`src/rtl/cache_arbiter.sv`:
```
// cache_arbiter
// Shares one cache controller between the instruction-fetch port (port 0, read only) and the
// load/store port (port 1: read, write, clear, indirect). One request is captured at a time.
// The arbiter drives the controller's commence/ctrl/indirect inputs, waits for outputReady,
// and returns read data with a one-cycle done pulse to the owning requester.
//
// Ports:
//   clk, rst_n                   clock (rising edge), asynchronous active-low reset
//   i_req0, i_req0_addr          port 0 read request (held until o_done0) and address
//   i_req1, i_req1_op            port 1 request (held until o_done1) and op
//                                (10 read, 11 write, 00 clear, 01 illegal)
//   i_req1_indirect              port 1 indirect access flag
//   i_req1_addr, i_req1_wdata    port 1 address and write data
//   i_cache_ready, i_cache_rdata controller outputReady and read data
//   o_commence, o_ctrl           controller run enable (low forces restart) and op code
//   o_indirect                   controller indirect flag
//   o_cache_addr, o_cache_wdata  latched address and write data
//   o_done0, o_done1             one-cycle completion pulses
//   o_rdata                      read data, held until the next completed read
//   o_err                        one-cycle pulse alongside done on timeout or illegal op
//   o_busy                       high whenever the arbiter is not idle
module cache_arbiter #(
    parameter int unsigned ADDR_W     = 16,
    parameter int unsigned DATA_W     = 16,
    parameter int unsigned CLR_CYCLES = 3,
    parameter int unsigned TIMEOUT    = 255
) (
    input  logic              clk,
    input  logic              rst_n,
    input  logic              i_req0,
    input  logic [ADDR_W-1:0] i_req0_addr,
    input  logic              i_req1,
    input  logic [1:0]        i_req1_op,
    input  logic              i_req1_indirect,
    input  logic [ADDR_W-1:0] i_req1_addr,
    input  logic [DATA_W-1:0] i_req1_wdata,
    input  logic              i_cache_ready,
    input  logic [DATA_W-1:0] i_cache_rdata,
    output logic              o_commence,
    output logic [1:0]        o_ctrl,
    output logic              o_indirect,
    output logic [ADDR_W-1:0] o_cache_addr,
    output logic [DATA_W-1:0] o_cache_wdata,
    output logic              o_done0,
    output logic              o_done1,
    output logic [DATA_W-1:0] o_rdata,
    output logic              o_err,
    output logic              o_busy
);

    localparam int unsigned CNT_MAX = (TIMEOUT > CLR_CYCLES) ? TIMEOUT : CLR_CYCLES;
    localparam int unsigned CNT_W   = $clog2(CNT_MAX + 1);

    localparam logic [1:0] OP_CLEAR = 2'b00;
    localparam logic [1:0] OP_IDLE  = 2'b01;
    localparam logic [1:0] OP_READ  = 2'b10;

    localparam logic [CNT_W-1:0] CNT_CLR_LAST = CNT_W'(CLR_CYCLES - 1);
    localparam logic [CNT_W-1:0] CNT_TIMEOUT  = CNT_W'(TIMEOUT);

    typedef enum logic [1:0] {StIdle, StIssue, StWait, StRelease} state_t;

    state_t            r_state, w_state_d;
    logic [CNT_W-1:0]  r_cnt, w_cnt_d;
    logic [1:0]        r_op, w_op_d;
    logic              r_owner, r_last_gnt;
    logic              w_grant, w_gnt1, w_owner;
    logic              w_done, w_err_d, w_rdata_we, w_run_d;
    logic              r_commence, r_indirect, r_done0, r_done1, r_err, r_busy;
    logic [1:0]        r_ctrl;
    logic [ADDR_W-1:0] r_addr;
    logic [DATA_W-1:0] r_wdata, r_rdata;

    always_comb begin
        w_state_d  = r_state;
        w_cnt_d    = r_cnt;
        w_op_d     = r_op;
        w_grant    = 1'b0;
        w_gnt1     = 1'b0;
        w_done     = 1'b0;
        w_err_d    = 1'b0;
        w_rdata_we = 1'b0;
        unique case (r_state)
            StIdle: begin
                if (i_req0 || i_req1) begin
                    w_grant = 1'b1;
                    // On a tie, serve the port that was not granted last.
                    w_gnt1  = (i_req0 && i_req1) ? ~r_last_gnt : i_req1;
                    w_op_d  = w_gnt1 ? i_req1_op : OP_READ;
                    if (w_gnt1 && i_req1_op == OP_IDLE) begin
                        // Illegal op: answer immediately, never touch the controller.
                        w_state_d = StRelease;
                        w_done    = 1'b1;
                        w_err_d   = 1'b1;
                    end else begin
                        w_state_d = StIssue;
                    end
                end
            end
            StIssue: begin
                w_cnt_d   = '0;
                w_state_d = StWait;
            end
            StWait: begin
                w_cnt_d = r_cnt + CNT_W'(1);
                // The controller gives no outputReady on clear, so ready is ignored there.
                if (r_op != OP_CLEAR && i_cache_ready) begin
                    w_done     = 1'b1;
                    w_rdata_we = (r_op == OP_READ);
                    w_state_d  = StRelease;
                end else if (r_op == OP_CLEAR && r_cnt == CNT_CLR_LAST) begin
                    w_done    = 1'b1;
                    w_state_d = StRelease;
                end else if (TIMEOUT != 0 && r_cnt == CNT_TIMEOUT) begin
                    w_done    = 1'b1;
                    w_err_d   = 1'b1;
                    w_state_d = StRelease;
                end
            end
            StRelease: begin
                w_state_d = StIdle;
            end
            default: begin
                w_state_d = StIdle;
            end
        endcase
    end

    assign w_owner = w_grant ? w_gnt1 : r_owner;
    assign w_run_d = (w_state_d == StIssue) || (w_state_d == StWait);

    always_ff @(posedge clk or negedge rst_n) begin
        if (!rst_n) begin
            r_state    <= StIdle;
            r_cnt      <= '0;
            r_op       <= OP_IDLE;
            r_owner    <= 1'b0;
            r_last_gnt <= 1'b1;
            r_commence <= 1'b0;
            r_ctrl     <= OP_IDLE;
            r_indirect <= 1'b0;
            r_addr     <= '0;
            r_wdata    <= '0;
            r_rdata    <= '0;
            r_done0    <= 1'b0;
            r_done1    <= 1'b0;
            r_err      <= 1'b0;
            r_busy     <= 1'b0;
        end else begin
            r_state    <= w_state_d;
            r_cnt      <= w_cnt_d;
            r_commence <= w_run_d;
            r_ctrl     <= w_run_d ? w_op_d : OP_IDLE;
            r_done0    <= w_done & ~w_owner;
            r_done1    <= w_done & w_owner;
            r_err      <= w_err_d;
            r_busy     <= (w_state_d != StIdle);
            if (w_grant) begin
                r_op       <= w_op_d;
                r_owner    <= w_gnt1;
                r_last_gnt <= w_gnt1;
                r_addr     <= w_gnt1 ? i_req1_addr : i_req0_addr;
                r_indirect <= w_gnt1 & i_req1_indirect;
                // Port 0 has no write data; keep the previous value.
                if (w_gnt1) begin
                    r_wdata <= i_req1_wdata;
                end
            end
            if (w_rdata_we) begin
                r_rdata <= i_cache_rdata;
            end
        end
    end

    assign o_commence    = r_commence;
    assign o_ctrl        = r_ctrl;
    assign o_indirect    = r_indirect;
    assign o_cache_addr  = r_addr;
    assign o_cache_wdata = r_wdata;
    assign o_done0       = r_done0;
    assign o_done1       = r_done1;
    assign o_rdata       = r_rdata;
    assign o_err         = r_err;
    assign o_busy        = r_busy;

endmodule

```
`config.mk`:
```
export PLATFORM = sky130hd
export DESIGN_NAME = cache_arbiter
export DESIGN_NICKNAME = d
export VERILOG_FILES = /design/src/rtl/cache_arbiter.sv
export SDC_FILE = /design/constraint.sdc
export NUM_CORES = 1
export LEC_CHECK = 0
export CORE_MARGIN = 10
export CORE_UTILIZATION = 45
export DETAILED_ROUTE_END_ITERATION = 8
export PLACE_DENSITY_LB_ADDON = 0.05
export SLEW_MARGIN = 10
export SYNTH_ARGS = -nofsm -noshare
export SYNTH_HDL_FRONTEND = slang
export SYNTH_SLANG_ARGS = --single-unit
```
`constraint.sdc`:
```
create_clock -name clk -period 5.9 [get_ports clk]
set_clock_uncertainty 0.1 [all_clocks]
set_input_delay 1.475 -clock clk [delete_from_list [all_inputs] [get_ports clk]]
set_output_delay 1.475 -clock clk [all_outputs]
set_load 0.05 [all_outputs]
```
==> results.sh, run 1 <==
export IMPL_grt_max_degree=45
export IMPL_design_area_mm2=0.004419
export IMPL_power_leakage_nw=1.961
export IMPL_diodes=0
export IMPL_synth_cell_types=41
export IMPL_grt_pass1_wl_um=13130
export IMPL_dieArea_mm2=0.01016
export IMPL_cts_buffer_depth=2
export IMPL_antenna_found_initial=0
export IMPL_cp_arrival_ns=4.16
export IMPL_final_nets=478
export IMPL_reg2reg_slack_ns=3.21
export IMPL_drt_iter0_drc=76
export IMPL_dieHeight_um=100.8
export IMPL_slew_violations=0
export IMPL_ys_flop_type="dfrtp_1"
export IMPL_cts_num_sinks=70
export IMPL_final_cell_mix="clkdlybuf4s50_1 (126), nand2_1 (74), dfrtp_1 (67)"
export IMPL_post_drt_wl_per_cell_um=17.01
export IMPL_start_util_pct=46.29
export IMPL_postRouteAntennaNets=0
export IMPL_syn_to_final_growth_pct=50.36
export IMPL_io_buffers=127
export IMPL_max_slew_worst_pin_slew_ns=0.8056
export IMPL_finalSetupTns_ns=0
export IMPL_p_sw_share_pct=47.83
export IMPL_postLayoutCoreUtil_pct=69.60
export IMPL_grt_pass1_vias=2511
export IMPL_clk_pin_slew_ns=0.07
export IMPL_startpoint="i_req1"
export IMPL_place_congestion=0.7839
export IMPL_routed_wl_um=8197
export IMPL_htreeDepth=3
export IMPL_worstHoldPathType="reg2reg"
export IMPL_r2r_end="o_ctrl[0]"
export IMPL_peakVddDrop_mv=0.3723
export IMPL_min_from="r_last_gnt"
export IMPL_insertion_delay_ns=0.34
export IMPL_cts_tree="yes"
export IMPL_placedCellCount=467
export IMPL_hold_end="r_last_gnt"
export IMPL_critPathRequiredTime_ns=6.06
export IMPL_layout_commonest_cell="clkdlybuf4s50_1"
export IMPL_synth_edf_count=0
export IMPL_critical_path_top_delay_family="simple AND/OR/NAND/NOR gates"
export IMPL_p_int_w=0.001428
export IMPL_syn_inst=275
export IMPL_post_cts_setup_buffer_count=0
export IMPL_drtPass1Iterations=4
export IMPL_cp_slowest_cell="nor2_4"
export IMPL_period_share_pct=67.77
export IMPL_yosysWarnings=0
export IMPL_seqPwrFrac_pct=29.1
export IMPL_drive_gt1_share_pct=10.62
export IMPL_hold_viol_final=0
export IMPL_period_needed_ns=3.999
export IMPL_async_reset_ff_share_pct=100.0
export IMPL_pwr_share_clk_pct=13.6
export IMPL_netlist_area_mm2=0.002939
export IMPL_rsz0062_at_grt="false"
export IMPL_reg2reg_from="r_state[0]"
export IMPL_powerDensity_mw_per_mm2=619.5
export IMPL_layout_cells_non_filler=482
export IMPL_holdPathStages=2
export IMPL_max_freq_ghz=0.2501
export IMPL_cp_max_fo=35
export IMPL_vias=2451
export IMPL_avgViaCountPerCell=5.085
export IMPL_placed_cell_area_mm2=0.004232
export IMPL_maxCapViolCount=0
export IMPL_design_core_area_mm2=0.006350
export IMPL_max_slew_margin_pct=46.17
export IMPL_outcome="completed"
export IMPL_syn_avg_cell_area_um2=10.69
export IMPL_max_stage_delay_ns=0.72
export IMPL_grtUsageTotal_pct=16.38
export IMPL_ys_seq_area_share_pct=59.73
export IMPL_path_buf_inv=2
export IMPL_ys_ff_latch=70
export IMPL_rows=29
export IMPL_root_buffer="clkbuf_8"
export IMPL_combinationalPowerShare_pct=57.3
export IMPL_netSwitchingPower_w=0.001309
export IMPL_cts_resized=0
export IMPL_place_hpwl_um=6158
export IMPL_hold_buffers=0
export IMPL_grt_ovfl_total=0
export IMPL_ios=128
export IMPL_end_kind="flip-flop"
export IMPL_finalSetupViolations=0
export IMPL_dieWidth_um=100.8
export IMPL_r2r_cells=9
export IMPL_hold_ws_ns=0.3688
export IMPL_nFillCells=490
export IMPL_cts_buffers=9
export IMPL_syn_num_nets=352
export IMPL_critPathLaunchType="primary input"
export IMPL_drc=0
export IMPL_path_cells="clkdlybuf4s50_1, a21bo_1, nor2_4, nand3b_1, o21a_1, ha_1, inv_1, or2_2"
export IMPL_crit_type="in2reg"
[routing by layer]
| metal | share of wire, % | track usage, % |
|---|---|---|
| met2 | 47 | 25.65 |
| met3 | 9.3 | 6.516 |
| met4 | 1.2 | 5.543 |
| met5 | 0 | 0 |
| met1 | 43 | 20.02 |
[power groups by stage]
stage / clock, W / combinational (W) / sequential [W]
floorplan: 0 / 0.000435 / 0.00142
global placement: 0 / 0.00156 / 0.000799
detailed placement: 0 / 0.00158 / 0.000809
CTS: 0.000379 / 0.00159 / 0.000800
global route: 0.000406 / 0.00168 / 0.000825
finish: 0.000372 / 0.00157 / 0.000798
[sequential cells by signal, indices dropped and copies added, names as in the netlist, 2 cells and up]
| name | flops |
|---|---|
| r_state | 2 |
| o_ctrl | 2 |
| r_cnt | 8 |
| o_cache_wdata | 16 |
| o_cache_addr | 16 |
| r_op | 2 |
| o_rdata | 16 |
[cell type report]
class	count	area, um^2	share of cell area [%]
repair buffers	129	1281	28.99
clock buffers	9	123.9	2.803
clock inverters	6	63.81	1.444
well taps	77	96.34	2.180
inverters	9	33.78	0.7644
flip-flops and latches	70	1755	39.72
multi-input cells	182	1065	24.09
[cells in the mapped netlist, types with 2 or more instances]
| library cell | count | area, um^2 |
|---|---|---|
| nand3_1 | 4 | 20.02 |
| clkbuf_1 | 4 | 15.01 |
| buf_6 | 3 | 33.78 |
| nand2_1 | 74 | 277.8 |
| o21ai_0 | 26 | 130.1 |
| mux2_2 | 16 | 180.2 |
| o22ai_1 | 16 | 100.1 |
| nand4_1 | 3 | 18.77 |
| dfrtp_1 | 67 | 1677 |
| inv_1 | 9 | 33.78 |
| buf_4 | 2 | 15.01 |
| nor3_1 | 2 | 10.01 |
| ha_1 | 5 | 62.56 |
| dfstp_2 | 3 | 78.83 |
| nor2_1 | 7 | 26.28 |
| a22o_1 | 3 | 26.28 |
| a21oi_1 | 3 | 15.01 |
| buf_2 | 5 | 25.02 |
[how the worst max path moves through the flow]
stage | cells after the start | end
6_report | 8 | o_ctrl[0]
5_1_grt | 8 | o_ctrl[0]
4_1_cts | 8 | o_ctrl[0]
3_5_place_dp | 8 | o_ctrl[0]
3_3_place_gp | 8 | o_ctrl[0]
2_1_floorplan | 9 | o_ctrl[0]
[tightest hold or removal path: stages, from the launching register on]
cell and delay (ns):
dfstp_2 0.37, nand2_1 0.05, nand2_1 0.05
[cell families after synthesis]
logic type / after synthesis / share of synthesized area, %
and+or+nand+nor: 102 / 15.45
DFF: 70 / 59.73
AOI/OAI and AO/OA: 56 / 11.45
buffers and inverters: 23 / 4.171
muxes: 17 / 6.471
adders and majority gates: 5 / 2.129
xor gates and xnor gates: 2 / 0.5961
[through the flow]
stage,total power (W),setup WS [ns]
6_report,0.002738,1.901
5_1_grt,0.002913,1.681
3_3_place_gp,0.002364,1.635
3_5_place_dp,0.002392,1.522
2_1_floorplan,0.001857,2.819
4_1_cts,0.002766,1.872
(Power assumes the default switching activity.)
==> run 2, diff against run 1 <==
--- a/config.mk
+++ b/config.mk
@@ -6,7 +6,7 @@
 export NUM_CORES = 1
 export LEC_CHECK = 0
 export CORE_MARGIN = 10
-export CORE_UTILIZATION = 45
+export CORE_UTILIZATION = 42
 export DETAILED_ROUTE_END_ITERATION = 8
 export PLACE_DENSITY_LB_ADDON = 0.05
 export SLEW_MARGIN = 10
==> constraint.sdc (replaced) <==
create_clock -name clk -period 4 [get_ports clk]
set_clock_uncertainty 0.1 [all_clocks]
set_input_delay 1 -clock clk [delete_from_list [all_inputs] [get_ports clk]]
set_output_delay 1 -clock clk [all_outputs]
set_load 0.05 [all_outputs]
==> results.sh, run 2 (synthesis gave the netlist of run 1 again) <==
export IMPL_outcome="completed"
export IMPL_dieArea_mm2=0.01074
export IMPL_p_sw_share_pct=48.19
export IMPL_grtUsageTotal_pct=15.29
export IMPL_insertion_delay_ns=0.33
export IMPL_layout_commonest_cell="clkdlybuf4s50_1"
export IMPL_design_area_mm2=0.004458
export IMPL_routed_wl_um=8243
export IMPL_dieHeight_um=103.7
export IMPL_hold_viol_final=0
export IMPL_placed_cell_area_mm2=0.004283
export IMPL_final_nets=480
export IMPL_cts_buffers=9
export IMPL_drc=0
export IMPL_worstHoldPathType="reg2reg"
export IMPL_total_power_w=0.003998
export IMPL_drt_iter0_drc=80
export IMPL_antenna_found_initial=0
export IMPL_pwr_share_clk_pct=12.5
export IMPL_postLayoutCoreUtil_pct=65.62
export IMPL_max_stage_delay_ns=0.52
export IMPL_cts_tree="yes"
export IMPL_design_core_area_mm2=0.006794
export IMPL_maxCapViolCount=0
export IMPL_finalSetupTns_ns=0
export IMPL_nFillCells=566
export IMPL_clk_pin_slew_ns=0.07
export IMPL_io_buffers=127
export IMPL_dieWidth_um=103.7
export IMPL_cp_slowest_cell="clkdlybuf4s50_1"
export IMPL_cp_arrival_ns=3.00
export IMPL_syn_to_final_growth_pct=51.68
export IMPL_seqPwrFrac_pct=29.3
export IMPL_avgViaCountPerCell=4.843
export IMPL_period_needed_ns=2.841
export IMPL_place_congestion=0.7786
export IMPL_vias=2441
export IMPL_max_slew_worst_pin_slew_ns=0.7637
export IMPL_grt_max_degree=40
export IMPL_cts_num_sinks=70
export IMPL_place_hpwl_um=6282
export IMPL_grt_pass1_wl_um=13420
export IMPL_post_drt_wl_per_cell_um=16.36
export IMPL_root_buffer="clkbuf_8"
export IMPL_final_cell_mix="clkdlybuf4s50_1 (126), nand2_1 (74), dfrtp_1 (67)"
export IMPL_path_cells="clkdlybuf4s50_1, a21bo_1, nor2_4, nand3b_1, o21a_1, ha_1, inv_1, or2_2"
export IMPL_critical_path_top_delay_family="compound AO/OA/AOI/OAI gates"
export IMPL_diodes=0
export IMPL_combinationalPowerShare_pct=58.2
export IMPL_ios=128
export IMPL_netSwitchingPower_w=0.001926
export IMPL_peakVddDrop_mv=0.4860
export IMPL_finalSetupViolations=0
export IMPL_critPathLaunchType="primary input"
export IMPL_power_leakage_nw=1.968
export IMPL_slew_violations=0
export IMPL_cp_max_fo=18
export IMPL_rows=30
export IMPL_cts_buffer_depth=2
export IMPL_max_slew_margin_pct=49.09
export IMPL_cts_resized=0
export IMPL_period_share_pct=71.01
export IMPL_drive_gt1_share_pct=11.27
export IMPL_powerDensity_mw_per_mm2=896.8
export IMPL_max_freq_ghz=0.3520
export IMPL_drtPass1Iterations=4
export IMPL_rsz0062_at_grt="false"
export IMPL_post_cts_setup_buffer_count=0
export IMPL_grt_ovfl_total=0
export IMPL_grt_pass1_vias=2542
export IMPL_critPathRequiredTime_ns=4.16
export IMPL_start_util_pct=43.26
export IMPL_htreeDepth=3
export IMPL_end_kind="flip-flop"
export IMPL_p_int_w=0.002071
export IMPL_crit_type="in2reg"
export IMPL_hold_buffers=0
export IMPL_postRouteAntennaNets=0
export IMPL_path_buf_inv=2
## run 2: power by group through the flow
stage | clock network [W] | registers, W | logic [W]
2_1_floorplan | 0 | 0.00210 | 0.000642
3_3_place_gp | 0 | 0.00118 | 0.00233
3_5_place_dp | 0 | 0.00119 | 0.00235
4_1_cts | 0.000518 | 0.00118 | 0.00236
5_1_grt | 0.000552 | 0.00121 | 0.00248
6_report | 0.000499 | 0.00117 | 0.00233
## run 2: worst register-to-register path, cell delays in order (launching register included)
cell,delay (ns)
dfrtp_1,0.40
inv_1,0.10
ha_1,0.15
nor4b_1,0.25
nand3_1,0.12
nand3_1,0.17
a31oi_1,0.13
ha_1,0.36
inv_1,0.04
or2_2,0.28
## run 2: path summary, 6_finish.rpt
check	from	depth (start not counted)	slack, ns	to
hold reg to reg	r_last_gnt	2	0.37	r_last_gnt
min in group asynchronous	rst_n	1	0.63	o_cache_wdata[5]
max in group asynchronous	rst_n	2	2.44	r_op[0]
setup / recovery	i_req1	8	1.16	o_ctrl[0]
hold / removal	r_last_gnt	2	0.37	r_last_gnt
setup reg to reg	r_cnt[0]	9	1.83	o_ctrl[0]
## run 2: through the flow
stage / hold WS (ns) / cells / setup WS [ns]
2_1_floorplan: 0.3395 / 275 / 1.394
6_report: 0.3703 / 504 / 1.159
3_3_place_gp: 0.3577 / 488 / 0.8556
3_5_place_dp: 0.3614 / 488 / 0.8116
5_1_grt: 0.4002 / 504 / 1.063
4_1_cts: 0.3747 / 504 / 1.179
## run 2: final cells by class
cell class              instances  area, um^2  share of cell area [%]
clock buffers                  10       137.6                   3.087
clock inverters                 6       37.54                  0.8420
inverters                       9       33.78                  0.7578
multi-input cells             182        1065                   23.88
flip-flops and latches         70        1755                   39.38
well taps                      96       120.1                   2.694
repair buffers                131        1309                   29.36
## run 2: per-layer routing
metal	wire, um	vias up	track usage (%)
met4	90	0	5.368
li1	-	1192	-
met1	3746	1160	19.41
met3	677	8	6.134
met5	0	-	0
met2	3730	81	22.97
